[src/rtl/dart_scoreboard.sv]
// Dart scoreboard: scores grid throws, accumulates per-player totals over turns, detects the winner.
// Latency 1 cycle from accepted throw to last_score/totals; throw_ready is high only while a game is in play.
// Optional exact-finish bust rule is enabled by defining DART_SCOREBOARD_BUST_EN.
module dart_scoreboard #(
  parameter int W               = 2,
  parameter int NUM_PLAYERS     = 2,
  parameter int THROWS_PER_TURN = 3,
  parameter int TARGET          = 21,
  parameter int SW              = 8,
  localparam int PW = ($clog2(NUM_PLAYERS) > 0) ? $clog2(NUM_PLAYERS) : 1,
  localparam int TW = ($clog2(THROWS_PER_TURN) > 0) ? $clog2(THROWS_PER_TURN) : 1
) (
  input  logic                      clk,
  input  logic                      rst,
  input  logic                      start,
  input  logic                      throw_valid,
  input  logic [W-1:0]              throw_x,
  input  logic [W-1:0]              throw_y,
  output logic                      throw_ready,
  output logic                      last_valid,
  output logic [W-1:0]              last_score,
  output logic [PW-1:0]             cur_player,
  output logic [TW-1:0]             throw_idx,
  output logic [NUM_PLAYERS*SW-1:0] totals,
  output logic                      game_over,
  output logic [PW-1:0]             winner,
  output logic                      bust
);

  typedef enum logic [1:0] {IDLE, PLAY, OVER} state_t;

  localparam int          CI    = 2 ** (W - 1);
  localparam logic [W:0]  C     = (W + 1)'(CI);
  localparam logic [W:0]  MAXC  = (W + 1)'((2 ** W) - 1);
  localparam logic [SW:0] TGT   = (SW + 1)'(TARGET);

  state_t         state;
  logic [SW-1:0]  tot [NUM_PLAYERS];

  // Cell score: Manhattan distance from the board centre, subtracted from the max score.
  logic [W:0]     xe, ye, dx, dy, score_w;
  logic [W-1:0]   score;
  logic [SW-1:0]  cur_tot;
  logic [SW:0]    sum;
  logic [SW-1:0]  sat_tot;
  logic [PW-1:0]  nxt_player;
  logic           turn_end;

  assign xe      = {1'b0, throw_x};
  assign ye      = {1'b0, throw_y};
  assign dx      = (xe >= C) ? (xe - C) : (C - xe);
  assign dy      = (ye >= C) ? (ye - C) : (C - ye);
  assign score_w = (throw_x == '0 || throw_y == '0) ? '0 : (MAXC - dx - dy);
  assign score   = score_w[W-1:0];

  assign cur_tot    = tot[cur_player];
  assign sum        = {1'b0, cur_tot} + (SW + 1)'(score);
  assign sat_tot    = sum[SW] ? '1 : sum[SW-1:0];
  assign nxt_player = (cur_player == PW'(NUM_PLAYERS - 1)) ? '0 : cur_player + 1'b1;
  assign turn_end   = (throw_idx == TW'(THROWS_PER_TURN - 1));

  assign throw_ready = (state == PLAY);

  for (genvar p = 0; p < NUM_PLAYERS; p++) begin : g_pack
    assign totals[p*SW +: SW] = tot[p];
  end

`ifdef DART_SCOREBOARD_BUST_EN
  logic [SW-1:0] turn_base;

  always_ff @(posedge clk) begin
    if (rst) begin
      state      <= IDLE;
      for (int p = 0; p < NUM_PLAYERS; p++) tot[p] <= '0;
      last_valid <= 1'b0;
      last_score <= '0;
      cur_player <= '0;
      throw_idx  <= '0;
      game_over  <= 1'b0;
      winner     <= '0;
      bust       <= 1'b0;
      turn_base  <= '0;
    end else begin
      last_valid <= 1'b0;
      bust       <= 1'b0;
      if (state != PLAY) begin
        if (start) begin
          state      <= PLAY;
          for (int p = 0; p < NUM_PLAYERS; p++) tot[p] <= '0;
          last_score <= '0;
          cur_player <= '0;
          throw_idx  <= '0;
          game_over  <= 1'b0;
          winner     <= '0;
          turn_base  <= '0;
        end
      end else if (throw_valid) begin
        last_valid <= 1'b1;
        last_score <= score;
        if (sum > TGT) begin
          // Overshoot: restore the turn's opening total and hand over immediately.
          bust            <= 1'b1;
          tot[cur_player] <= turn_base;
          throw_idx       <= '0;
          cur_player      <= nxt_player;
          turn_base       <= tot[nxt_player];
        end else begin
          tot[cur_player] <= sum[SW-1:0];
          if (sum == TGT) begin
            state     <= OVER;
            game_over <= 1'b1;
            winner    <= cur_player;
          end else if (turn_end) begin
            throw_idx  <= '0;
            cur_player <= nxt_player;
            turn_base  <= tot[nxt_player];
          end else begin
            throw_idx <= throw_idx + 1'b1;
          end
        end
      end
    end
  end
`else
  assign bust = 1'b0;

  always_ff @(posedge clk) begin
    if (rst) begin
      state      <= IDLE;
      for (int p = 0; p < NUM_PLAYERS; p++) tot[p] <= '0;
      last_valid <= 1'b0;
      last_score <= '0;
      cur_player <= '0;
      throw_idx  <= '0;
      game_over  <= 1'b0;
      winner     <= '0;
    end else begin
      last_valid <= 1'b0;
      if (state != PLAY) begin
        if (start) begin
          state      <= PLAY;
          for (int p = 0; p < NUM_PLAYERS; p++) tot[p] <= '0;
          last_score <= '0;
          cur_player <= '0;
          throw_idx  <= '0;
          game_over  <= 1'b0;
          winner     <= '0;
        end
      end else if (throw_valid) begin
        last_valid      <= 1'b1;
        last_score      <= score;
        tot[cur_player] <= sat_tot;
        if ({1'b0, sat_tot} >= TGT) begin
          state     <= OVER;
          game_over <= 1'b1;
          winner    <= cur_player;
        end else if (turn_end) begin
          throw_idx  <= '0;
          cur_player <= nxt_player;
        end else begin
          throw_idx <= throw_idx + 1'b1;
        end
      end
    end
  end
`endif

endmodule

[config.mk]
export PLATFORM = sky130hd
export DESIGN_NAME = dart_scoreboard
export DESIGN_NICKNAME = d
export VERILOG_FILES = /design/src/rtl/dart_scoreboard.sv
export SDC_FILE = /design/constraint.sdc
export NUM_CORES = 1
export LEC_CHECK = 0
export ABC_CLOCK_PERIOD_IN_PS = 5550
export CORE_UTILIZATION = 55
export CTS_BUF_LIST = sky130_fd_sc_hd__clkbuf_8
export DETAILED_ROUTE_END_ITERATION = 16
export PLACE_DENSITY = 0.95
export SLEW_MARGIN = 10
export SYNTH_ARGS = -nofsm -noshare
export SYNTH_HDL_FRONTEND = slang
export SYNTH_SLANG_ARGS = --single-unit
[constraint.sdc]
create_clock -name clk -period 5.55 [get_ports clk]
set_clock_uncertainty 0.05 [all_clocks]
set_input_delay 1.11 -clock clk [delete_from_list [all_inputs] [get_ports clk]]
set_output_delay 1.11 -clock clk [all_outputs]
set_load 0.02 [all_outputs]
==> impl_metrics.env, run 1 <==
export IMPL_cts_buffers_inserted=3
export IMPL_hold_ws_ns=0.420
export IMPL_leakagePower_nw=0.681
export IMPL_ys_async_sr_fraction_pct=0
export IMPL_n_antenna_cell=0
export IMPL_htree_levels=1
export IMPL_clk_pin_slew_worst_paths_ns=0.10
export IMPL_drt_iter0_drc=56
export IMPL_drt_wl_total_mm=3.47
export IMPL_wl_per_cell_um=17.6
export IMPL_cp_end_kind="flip-flop"
export IMPL_antenna_found_initial=0
export IMPL_path_cells="clkdlybuf4s50_1, o22ai_1, nor2_1, ha_1, fa_1, nand4_1, nand2_1, a21oi_1, o21ba_2, nor4_2, mux2_4"
export IMPL_coreArea_um2=2520
export IMPL_hold_start="winner"
export IMPL_place_area_um2=1800
export IMPL_cts_tree="done"
export IMPL_p_int_mw=0.360
export IMPL_p_sw_share_pct=27.0
export IMPL_row_count=18
export IMPL_portBuffers=32
export IMPL_drive_above_1_share_pct=12.6
export IMPL_die_area_um2=2910
export IMPL_critPathMaxFanout=6
export IMPL_start_util_pct=58.9
export IMPL_outcome="finished clean"
export IMPL_hold_buffers=0
export IMPL_synth_top_cells_by_count="24 x nor2_1, 16 x edfxtp_1, 10 x dfxtp_1, 10 x nand2_1, 6 x mux2i_1"
export IMPL_first_pass_iters=4
export IMPL_viasPerCell=6.20
export IMPL_clock_sinks=26
export IMPL_utilization_pct=74.3
export IMPL_vias=1221
export IMPL_hold_viol_final=0
export IMPL_fin_crit_sh_pct=73.6
export IMPL_tns_ns=0
export IMPL_cpPeakStageDelay_ns=0.51
export IMPL_fill_cells=192
export IMPL_whs_path_depth=2
export IMPL_yosysMostFrequentCell="nor2_1"
export IMPL_die_h_um=54.0
export IMPL_met1_usage_pct=29.9
export IMPL_die_w_um=54.0
export IMPL_p_sw_mw=0.133
export IMPL_grt_start_max_net_pins=16
export IMPL_cts_resized=0
export IMPL_synth_flop_cell="edfxtp_1"
export IMPL_use_met3_pct=4.80
export IMPL_maxSlewHeadroom_pct=54.5
export IMPL_rsz0062_at_grt="false"
export IMPL_hold_class="reg2reg"
export IMPL_yosysWarningCount=0
export IMPL_fin_cells=197
export IMPL_grt_busiest_layer="met2"
export IMPL_synthTopCellsByArea="edfxtp_1 32%, dfxtp_1 13%, nor2_1 6.1%"
export IMPL_yosysSeqAreaShare_pct=45.8
export IMPL_root_buffer="clkbuf_8"
export IMPL_synth_edf_count=16
export IMPL_min_period_ns=4.08
export IMPL_nets=180
export IMPL_crit_family="simple AND/OR/NAND/NOR gates"
export IMPL_finalSetupViolCount=0
export IMPL_cp_slowest_cell="fa_1"
export IMPL_setup_ws_ns=1.47
export IMPL_r2r_end="cur_player"
export IMPL_hpwl_mm=2.47
export IMPL_reg2reg_slack_ns=2.00
export IMPL_power_frac_comb_pct=22.1
export IMPL_ir_worst_vdd_mv=0.271
export IMPL_arrival_ns=4.21
export IMPL_dp_cells=193
export IMPL_fmax_ghz=0.245
export IMPL_io_pins=34
export IMPL_drc_errors=0
export IMPL_syn_avg_cell_area_um2=10.9
export IMPL_synth_top_area_share_pct=32.3
export IMPL_grt_pass1_wl_mm=5.36
export IMPL_slew_viol_final=0
export IMPL_gr_usage_met2_pct=47.1
export IMPL_synth_seq_cells=26
export IMPL_crit_buf_inv=1
export IMPL_synth_largest_area_cell="edfxtp_1"
export IMPL_antenna_left=0
export IMPL_clk_path_buf_depth=2
export IMPL_cp_start_kind="primary input"
export IMPL_postCtsSetupBuffers=0
export IMPL_dp_slack_ns=1.27
export IMPL_insertion_delay_ns=0.27
export IMPL_powerDensity_nw_per_um2=263
export IMPL_synth_distinct_cells=50
export IMPL_syn_inst=136
export IMPL_worstMarginPinSlew_ns=0.681
export IMPL_grt_ovfl_total=0
export IMPL_grt_usage_pct=26.1
export IMPL_design_power_total_mw=0.494
export IMPL_clockPowerShare_pct=31.9
export IMPL_gp_congestion=0.924
export IMPL_syn_area_um2=1490
export IMPL_grt_pass1_vias=1186
export IMPL_min_to="winner"
export IMPL_cp_required_ns=5.67
export IMPL_maxCapViolations=0
export IMPL_syn_num_nets=148
export IMPL_area_growth_pct=26.1
export IMPL_final_area_um2=1870
export IMPL_r2r_cells=9
export IMPL_crit_type="in2reg"
export IMPL_pwr_share_seq_pct=46.0
-- metal layers --
metal,up-vias,share of wire (%)
li1,564,-
met1,579,38
met2,72,54
met3,6,7.3
met4,0,1.3
met5,-,0
-- worst max-delay path by stage --
stage | start | endpoint | slack [ns] | depth (start not counted)
2_1_floorplan | throw_x[0] | flip-flop | 2.01 | 10
3_3_place_gp | throw_x[0] | flip-flop | 1.46 | 11
3_5_place_dp | throw_x[0] | cur_player | 1.27 | 11
4_1_cts | throw_x[0] | cur_player | 1.52 | 11
5_1_grt | throw_x[0] | cur_player | 1.38 | 11
6_report | throw_x[0] | cur_player | 1.47 | 11
-- layout by cell type (no fill, tap or decap), drive strengths merged, types with 3 or more instances in the layout --
cell           synthesis  layout
a21oi                  6       6
clkbuf                 2       3
clkdlybuf4s50          0      32
dfxtp                 10      10
edfxtp                16      16
ha                     3       3
mux2                   6       6
mux2i                  7       7
nand2                 10      10
nand2b                 4       4
nand3                  5       5
nor2                  24      24
nor3                   3       3
nor4                   3       3
o21ai                  3       3
-- power groups by stage --
| stage | Clock, mW | Combinational (mW) | Sequential (mW) |
|---|---|---|---|
| finish | 0.157 | 0.109 | 0.227 |
| CTS | 0.157 | 0.109 | 0.227 |
| detailed placement | 0 | 0.107 | 0.231 |
| global placement | 0 | 0.104 | 0.230 |
| global route | 0.163 | 0.117 | 0.229 |
| floorplan | 0 | 0.0539 | 0.244 |
-- worst min-delay path, cell delays in order, from the launching register on --
cell and delay (ns):
dfxtp_1 0.32, nand2_1 0.05, mux2i_1 0.05
-- logic make-up (layout without fill, tap and decap cells) --
family	count (synthesis)	in the layout	share of synthesized area (%)
xor gates and xnor gates	1	1	0.589
DFF	26	26	45.8
muxes	13	13	10.0
and+or+nand+nor	62	62	24.1
AOI/OAI and AO/OA	23	23	12.4
other	1	1	0.252
adders and majority gates	4	4	3.87
buffers and inverters	6	37	3.03
-- flip-flops by register name (all words and copies together), names as in the netlist, named ones only --
name and flops:
last_score 2, winner 1, last_valid 1, state 1, cur_player 1, tot 16, game_over 1, throw_idx 2
-- layout make-up --
| cell class | instances | area, um2 | share of cell area, % |
|---|---|---|---|
| well taps | 30 | 37.5 | 2.00 |
| clock buffers | 3 | 41.3 | 2.20 |
| multi-input cells | 104 | 761 | 40.6 |
| inverters | 1 | 3.75 | 0.200 |
| clock inverters | 1 | 30.0 | 1.60 |
| repair buffers | 32 | 320 | 17.1 |
| flip-flops and latches | 26 | 681 | 36.3 |
Note: power is estimated with default switching activity, not from simulation.
==> inputs of run 2 (changes only) <==
Settings changed: ABC_CLOCK_PERIOD_IN_PS 5550 to 4150, CORE_UTILIZATION 55 to 51, PLACE_DENSITY 0.95 to 0.91.
Clock period 5.55 ns to 4.15 ns, I/O delays scaled along.
==> run 2 against run 1 <==
Compared with the run above: final area up 0.47%; hold slack better by 0.0046 ns; core utilization down 6.0 points; flip-flop and latch count unchanged; setup slack worse by 1.0 ns; sequential share of layout area down 0.17 points; global-route usage down 3.1 points; sequential power up 34%.
==> impl_metrics.env, run 2 (same netlist as run 1, synthesis figures left out) <==
export IMPL_outcome="finished clean"
export IMPL_hold_viol_final=0
export IMPL_grt_start_max_net_pins=16
export IMPL_r2r_cells=10
export IMPL_grt_usage_pct=23.0
export IMPL_first_pass_iters=4
export IMPL_grt_ovfl_total=0
export IMPL_drive_above_1_share_pct=13.1
export IMPL_nets=181
export IMPL_antenna_found_initial=0
export IMPL_tns_ns=0
export IMPL_p_sw_mw=0.179
export IMPL_vias=1164
export IMPL_powerDensity_nw_per_um2=351
export IMPL_fill_cells=218
export IMPL_final_area_um2=1880
export IMPL_maxCapViolations=0
export IMPL_reg2reg_slack_ns=0.94
export IMPL_gp_congestion=0.933
export IMPL_cp_slowest_cell="fa_1"
export IMPL_min_period_ns=3.69
export IMPL_leakagePower_nw=0.686
export IMPL_portBuffers=32
export IMPL_cpPeakStageDelay_ns=0.49
export IMPL_row_count=19
export IMPL_viasPerCell=5.85
export IMPL_crit_type="in2reg"
export IMPL_cp_end_kind="flip-flop"
export IMPL_io_pins=34
export IMPL_p_int_mw=0.482
export IMPL_finalSetupViolCount=0
export IMPL_pwr_share_seq_pct=46.0
export IMPL_p_sw_share_pct=27.1
export IMPL_fin_crit_sh_pct=89.0
export IMPL_hold_ws_ns=0.425
export IMPL_postCtsSetupBuffers=0
export IMPL_cts_tree="done"
export IMPL_slew_viol_final=0
export IMPL_power_frac_comb_pct=21.7
export IMPL_drt_iter0_drc=49
export IMPL_grt_pass1_wl_mm=5.62
export IMPL_clk_path_buf_depth=2
export IMPL_clockPowerShare_pct=32.2
export IMPL_hold_class="reg2reg"
export IMPL_die_w_um=56.0
export IMPL_die_area_um2=3130
export IMPL_layout_commonest_cell="clkdlybuf4s50_1"
export IMPL_ir_worst_vdd_mv=0.297
export IMPL_dp_cells=195
export IMPL_r2r_end="cur_player"
export IMPL_rsz0062_at_grt="false"
export IMPL_whs_path_depth=2
export IMPL_cts_buffers_inserted=3
export IMPL_die_h_um=56.0
export IMPL_wl_per_cell_um=16.3
export IMPL_hpwl_mm=2.47
export IMPL_htree_levels=1
export IMPL_critPathMaxFanout=6
export IMPL_cp_start_kind="primary input"
export IMPL_n_antenna_cell=0
export IMPL_grt_pass1_vias=1241
export IMPL_largestRegisters="tot x16, last_score x2, throw_idx x2"
export IMPL_clock_sinks=26
export IMPL_cp_required_ns=4.26
export IMPL_hold_start="winner"
export IMPL_design_power_total_mw=0.661
export IMPL_fin_cells=199
export IMPL_clk_pin_slew_worst_paths_ns=0.10
export IMPL_area_growth_pct=26.7
export IMPL_hold_buffers=0
export IMPL_top_register="tot"
export IMPL_antenna_left=0
export IMPL_drt_wl_total_mm=3.25
export IMPL_fmax_ghz=0.271
export IMPL_coreArea_um2=2760
export IMPL_insertion_delay_ns=0.28
export IMPL_drc_errors=0
export IMPL_start_util_pct=53.9
export IMPL_root_buffer="clkbuf_8"
export IMPL_place_area_um2=1810
export IMPL_arrival_ns=3.81
export IMPL_path_cells="clkdlybuf4s50_1, o22ai_1, nor2_1, ha_1, fa_1, nand4_1, nand2_1, a21oi_1, o21ba_2, nor4_2, mux2_4"
export IMPL_min_to="winner"
export IMPL_largest_reg_flops=16
export IMPL_layout_common_cells="32 x clkdlybuf4s50_1, 24 x nor2_1, 16 x edfxtp_1"
export IMPL_cts_resized=0
-- run 2: cell types whose count changed in the layout (fill, tap and decap cells not counted), sizes merged --
cell  delta
buf      +1
-- run 2: worst max path at each step --
stage | from | slack [ns] | depth (start not counted) | to
2_1_floorplan | throw_x[0] | 0.89 | 10 | flip-flop
3_3_place_gp | throw_x[0] | 0.33 | 11 | cur_player
3_5_place_dp | throw_x[0] | 0.17 | 11 | flip-flop
4_1_cts | throw_x[0] | 0.46 | 11 | cur_player
5_1_grt | throw_x[0] | 0.28 | 11 | cur_player
6_report | throw_x[0] | 0.46 | 11 | cur_player
-- run 2: power by group through the flow --
stage	Clock, mW	Sequential (mW)	Combinational (mW)
floorplan	0	0.326	0.0721
global placement	0	0.308	0.139
detailed placement	0	0.310	0.143
CTS	0.215	0.304	0.144
global route	0.223	0.307	0.154
finish	0.213	0.304	0.144
-- run 2: area by class of cell --
type	count	area, um2	share of cell area (%)
inverter	1	3.75	0.199
sequential	26	681	36.1
clock buffer	3	41.3	2.19
tap	31	38.8	2.06
clock inverter	1	30.0	1.59
timing repair buffer	33	328	17.4
multi-input combinational	104	761	40.4
-- run 2: metrics by stage --
step / worst slack, ns / utilization [%]
2_1_floorplan: 0.888 / -
5_1_grt: 0.278 / 68.3
6_report: 0.458 / 68.3
4_1_cts: 0.465 / 68.3
3_3_place_gp: 0.334 / 65.7
3_5_place_dp: 0.173 / 65.7
-- run 2: critical path, delay by kind of cell --
kind	cells	cell delay, ns
AND/OR/NAND/NOR	4	0.73
AO/OA/AOI/OAI	3	0.75
buffers and inverters	1	0.43
adder cells (fa/ha/maj)	2	0.72
multiplexers	1	0.33
-- run 2: layer usage --
layer  share of wire, %  vias to the layer above  routed length [um]  track usage, %
met5                  0                        -                   0               0
met4                2.0                        0                  65            9.41
met3                6.0                        9                 194            3.95
met2                 52                       44                1680            41.3
met1                 40                      549                1320            26.9
li1                   -                      562                   -               -
